`src/rtl/button_status_ctrl.sv`:
```
// button_status_ctrl: debounce N_CH buttons, latch last accepted press as a display code, sticky error, buzzer drive
// Ports:
//   clk_50MHz    system clock
//   reset        asynchronous active-low reset
//   btn_in       raw button levels, active-high
//   db_level     debounced levels
//   press_pulse  one-cycle pulse on each accepted rising edge
//   status_valid status_code is meaningful
//   status_code  latched channel index
//   error        sticky error flag
//   buzzer       buzzer drive
module button_status_ctrl #(
  parameter int N_CH         = 4,
  parameter int DB_CYCLES    = 1000000,
  parameter int CHIRP_CYCLES = 2500000,
  parameter int BUZZ_HALF    = 12500000,
  parameter int ERR_CH       = 2,
  parameter int CLR_CH       = 1,
  localparam int CODE_W      = $clog2(N_CH)
) (
  input  logic              clk_50MHz,
  input  logic              reset,
  input  logic [N_CH-1:0]   btn_in,
  output logic [N_CH-1:0]   db_level,
  output logic [N_CH-1:0]   press_pulse,
  output logic              status_valid,
  output logic [CODE_W-1:0] status_code,
  output logic              error,
  output logic              buzzer
);
  localparam int DW = $clog2(DB_CYCLES + 1);
  localparam int TMAX = CHIRP_CYCLES > BUZZ_HALF ? CHIRP_CYCLES : BUZZ_HALF;
  localparam int TW = $clog2(TMAX + 1);
  localparam logic [1:0] IDLE = 2'd0, SHOW = 2'd1, ERROR = 2'd2;
  localparam logic [N_CH-1:0] SPECIAL = (N_CH'(1) << CLR_CH) | (N_CH'(1) << ERR_CH);
  logic [N_CH-1:0] sync1, sync2, db_d, norm;
  logic [DW-1:0] db_cnt [N_CH];
  logic [1:0] state;
  logic [TW-1:0] tmr;
  logic [CODE_W-1:0] low;
  logic p_err, p_clr;
  always_ff @(posedge clk_50MHz or negedge reset) begin
    if (!reset) begin
      sync1 <= '0;
      sync2 <= '0;
      db_d <= '0;
      db_level <= '0;
      db_cnt <= '{default: '0};
    end else begin
      sync1 <= btn_in;
      sync2 <= sync1;
      db_d <= db_level;
      for (int i = 0; i < N_CH; i++) begin
        if (sync2[i] == db_level[i]) db_cnt[i] <= '0;
        else if (db_cnt[i] == DW'(DB_CYCLES - 1)) begin
          db_cnt[i] <= '0;
          db_level[i] <= ~db_level[i];
        end else db_cnt[i] <= db_cnt[i] + 1'b1;
      end
    end
  end
  assign press_pulse = db_level & ~db_d;
  assign p_err = press_pulse[ERR_CH];
  assign p_clr = press_pulse[CLR_CH];
  assign norm = press_pulse & ~SPECIAL;
  always_comb begin
    low = '0;
    for (int i = N_CH - 1; i >= 0; i--) low = norm[i] ? CODE_W'(i) : low;
  end
  always_ff @(posedge clk_50MHz or negedge reset) begin
    if (!reset) begin
      state <= IDLE;
      status_code <= '0;
      buzzer <= 1'b0;
      tmr <= '0;
    end else if (state == ERROR) begin
      if (p_clr && !p_err) begin
        state <= IDLE;
        status_code <= '0;
        buzzer <= 1'b0;
        tmr <= '0;
      end else if (tmr == TW'(BUZZ_HALF - 1)) begin
        buzzer <= ~buzzer;
        tmr <= '0;
      end else tmr <= tmr + 1'b1;
    end else if (p_err) begin
      state <= ERROR;
      status_code <= CODE_W'(ERR_CH);
      buzzer <= 1'b1;
      tmr <= '0;
    end else if (state == SHOW && p_clr) begin
      state <= IDLE;
      status_code <= '0;
      buzzer <= 1'b0;
      tmr <= '0;
    end else if (|norm) begin
      state <= SHOW;
      status_code <= low;
      buzzer <= 1'b1;
      tmr <= '0;
    end else if (state == SHOW && buzzer) begin
      if (tmr == TW'(CHIRP_CYCLES - 1)) begin
        buzzer <= 1'b0;
        tmr <= '0;
      end else tmr <= tmr + 1'b1;
    end
  end
  assign status_valid = state != IDLE;
  assign error = state == ERROR;
endmodule

```
`config.mk`:
```
export PLATFORM = sky130hd
export DESIGN_NAME = button_status_ctrl
export DESIGN_NICKNAME = d
export VERILOG_FILES = /design/src/rtl/button_status_ctrl.sv
export SDC_FILE = /design/constraint.sdc
export NUM_CORES = 1
export LEC_CHECK = 0
export ABC_CLOCK_PERIOD_IN_PS = 5400
export CAP_MARGIN = 20
export CORE_MARGIN = 3
export CORE_UTILIZATION = 50
export CTS_BUF_LIST = sky130_fd_sc_hd__clkbuf_8
export CTS_CLUSTER_SIZE = 8
export DETAILED_ROUTE_END_ITERATION = 10
export DONT_BUFFER_PORTS = 1
export PLACE_DENSITY = 0.77
export SLEW_MARGIN = 20
export SYNTH_ARGS = -nofsm -noshare
export SYNTH_HDL_FRONTEND = slang
export SYNTH_SLANG_ARGS = --single-unit
```
`constraint.sdc`:
```
create_clock -name clk_50MHz -period 5.4 [get_ports clk_50MHz]
set_input_delay 1.08 -clock clk_50MHz [delete_from_list [all_inputs] [get_ports clk_50MHz]]
set_output_delay 1.08 -clock clk_50MHz [all_outputs]
set_load 0.03 [all_outputs]
```
==> results.sh <==
export IMPL_synth_common_cells="dfrtp_1, nor2_1, xnor2_1"
export IMPL_firstDrtPassIters=4
export IMPL_ff2ff_setup_slack_ns=2.26
export IMPL_ys_async_sr_fraction_pct=100
export IMPL_routed_wl_mm=11.1
export IMPL_layout_worst_path_cycle_share_pct=58.2
export IMPL_hold_path_class="in2async"
export IMPL_r2r_end="tmr[20]$_DFFE_PN0P_"
export IMPL_cts_sinks=125
export IMPL_synth_edf_count=0
export IMPL_avgRoutedWirePerCell_um=14.3
export IMPL_cp_buffers_inverters=0
export IMPL_drt_initial_drc_count=213
export IMPL_clk_pin_slew_ns=0.07
export IMPL_r2r_start="db_level[2]$_DFFE_PN0P_"
export IMPL_cts_root_buf="clkbuf_8"
export IMPL_worstPathMaxFanout=21
export IMPL_cts_buffers=17
export IMPL_final_layout_size_suffix_gt1_share_pct=6.62
export IMPL_grt_first_pass_wirelength_mm=19.5
export IMPL_cts_hold_buffers=0
export IMPL_avgSynthCellArea_um2=9.79
export IMPL_ys_ff_latch=125
export IMPL_rsz0062_at_grt="no"
export IMPL_routed_via_density=5.67
export IMPL_cp_num_cells=5
export IMPL_synthesis_area_um2=6100
export IMPL_slew_headroom_pct=29.9
export IMPL_yosysWarnings=0
export IMPL_crit_arrival_ns=3.42
export IMPL_skew_ns=0.0114
export IMPL_htree_levels=4
export IMPL_crit_type="reg2reg"
export IMPL_crit_chain="nor2b_1 > nor3b_4 > and3_1 > nor3_4 > a21oi_1"
export IMPL_tritoncts="yes"
export IMPL_core_um2=11700
export IMPL_crit_start="db_level[2]$_DFFE_PN0P_"
export IMPL_dr_max_layer_used="met4"
export IMPL_hold_violations=0
export IMPL_io_pin_count=19
export IMPL_peakVddDrop_mv=0.214
export IMPL_fp_dieH_um=116
export IMPL_place_hpwl_mm=7.38
export IMPL_die_w_um=116
export IMPL_cp_top_family="simple AND/OR/NAND/NOR gates"
export IMPL_period_needed_ns=3.14
export IMPL_cts_resized=0
export IMPL_tightest_slew_ns=1.05
export IMPL_power_density_nw_per_um2=281
export IMPL_maxSlewViolCount=0
export IMPL_synth_top_cell_by_area="dfrtp_1"
export IMPL_cts_buffer_depth=2
export IMPL_critPathCapture="tmr[20]$_DFFE_PN0P_"
export IMPL_p_leak_nw=2.75
export IMPL_grt_max_degree=126
export IMPL_wl_met2_mm=5.42
export IMPL_syn_inst=623
export IMPL_synth_flop_cell="dfrtp_1"
export IMPL_dieArea_um2=13600
export IMPL_holdWs_ns=0.341
export IMPL_synth_top_area_share_pct=51.3
export IMPL_reg2reg_depth=5
export IMPL_setup_viol=0
export IMPL_ys_seq_area_share_pct=51.3
export IMPL_crit_required_ns=5.67
export IMPL_grtUsageTotal_pct=18.0
export IMPL_gp_congestion=0.831
export IMPL_run_status="completed"
export IMPL_rows=39
export IMPL_grt_overflow=0
export IMPL_max_cap_violations=0
export IMPL_syn_to_final_growth_pct=8.26
export IMPL_fin_tns_setup_ns=0
export IMPL_fin_nets=632
export IMPL_dr_wl_met3_um=429
export IMPL_port_buffers=0
export IMPL_endpoint_kind="flop"
export IMPL_cp_slowest_cell="nor2b_1"
export IMPL_met1_length_mm=5.10
export IMPL_drc=0
export IMPL_synth_nets=634
export IMPL_ys_types=54
export IMPL_antenna_cells=0
export IMPL_start_util_pct=52.3
export IMPL_slowest_delay_ns=0.89
export IMPL_post_cts_setup_buffer_count=0
export IMPL_clkLatencyLatePin_ns=0.43
export IMPL_synth_area_top_cells="dfrtp_1, nor2_1, xnor2_1"
export IMPL_grt_pass1_vias=4231
export IMPL_vias=4407
export IMPL_yosysMostFrequentCell="dfrtp_1"
export IMPL_cp_start_kind="flop"
export IMPL_max_freq_mhz=318
export IMPL_drtAntennaViolNets=0
export IMPL_antenna_found_initial=0
flip-flops by register name (all words and copies together), names as in the netlist:
signal and count:
sync2 4, status_code 2, state 2, db_level 4
db_d 4, db_cnt 80, sync1 4, tmr 24
buzzer 1
final cells by class:
cell class              count  area (µm²)
fillers                   950        5060
clock buffers              17         234
multi-input cells         461        2810
inverters                  16        60.1
flip-flops and latches    125        3130
clock inverters            15         196
well taps                 143         179
logic make-up after synthesis:
group / share of synthesized area, %
buffers and inverters: 2.71
and+or+nand+nor: 26.4
muxes: 0.554
AOI/OAI and AO/OA: 6.11
xor gates and xnor gates: 11.9
adders and majority gates: 1.03
DFF: 51.3
layout by cell type, fill, tap and decap left out, types with 4 or more instances in the layout:
cell / instances
nor2b_1: 6
inv_1: 19
ha_1: 5
nand2_1: 46
or2_2: 5
nand3_1: 41
a21oi_1: 14
o21ai_0: 10
and3_1: 13
clkbuf_8: 17
nor3_1: 11
nor2_1: 112
nor3b_1: 4
o31ai_1: 6
o211ai_1: 5
xnor2_1: 48
dfrtp_1: 125
nand4_1: 19
a31oi_1: 5
bufinv_16: 4
and4_1: 9
or3_1: 6
or4_1: 8
nor4_1: 9
xor2_1: 35
nand3b_1: 5
through the flow:
stage,total power [mW],instance area (µm²),util (%),setup slack (ns),std cells
2_1_floorplan,0.994,6100,-,3.21,623
3_3_place_gp,0.997,6170,52.9,2.34,745
3_5_place_dp,0.998,6170,52.9,2.24,745
4_1_cts,1.88,6610,56.6,2.23,777
5_1_grt,1.93,6610,56.6,2.03,777
6_report,1.86,6610,56.6,2.26,777
per-layer routing:
layer,vias up,track usage (%)
li1,2155,-
met1,2184,23.5
met2,56,29.1
met3,12,5.91
met4,0,5.03
met5,-,0
power by group:
part           leakage, nW  total (mW)  internal [mW]  switching, mW
combinational        0.803      0.0253        0.00868         0.0167
clock                0.225       0.878          0.503          0.375
sequential            1.72       0.955          0.946        0.00871
total                 2.75        1.86           1.46          0.400
worst reg2reg max path, delay by kind of cell, from the launching register on:
| family | cells | cell delay, ns |
|---|---|---|
| compound gates | 1 | 0.11 |
| simple gates | 4 | 2.28 |
| flops | 1 | 0.60 |
worst min-delay path by stage:
| stage | depth (start not counted) | slack, ns | to |
|---|---|---|---|
| after floorplan | 0 | 0.33 | sync2[0]$_DFF_PN0_ |
| after global placement | 0 | 0.33 | sync2[0]$_DFF_PN0_ |
| after detailed placement | 0 | 0.34 | sync2[1]$_DFF_PN0_ |
| after CTS | 0 | 0.31 | db_cnt[42]$_DFF_PN0_ |
| after global routing | 0 | 0.30 | sync1[1]$_DFF_PN0_ |
| final | 0 | 0.34 | tmr[9]$_DFFE_PN0P_ |
No activity file was read; power rests on OpenSTA's default activity.
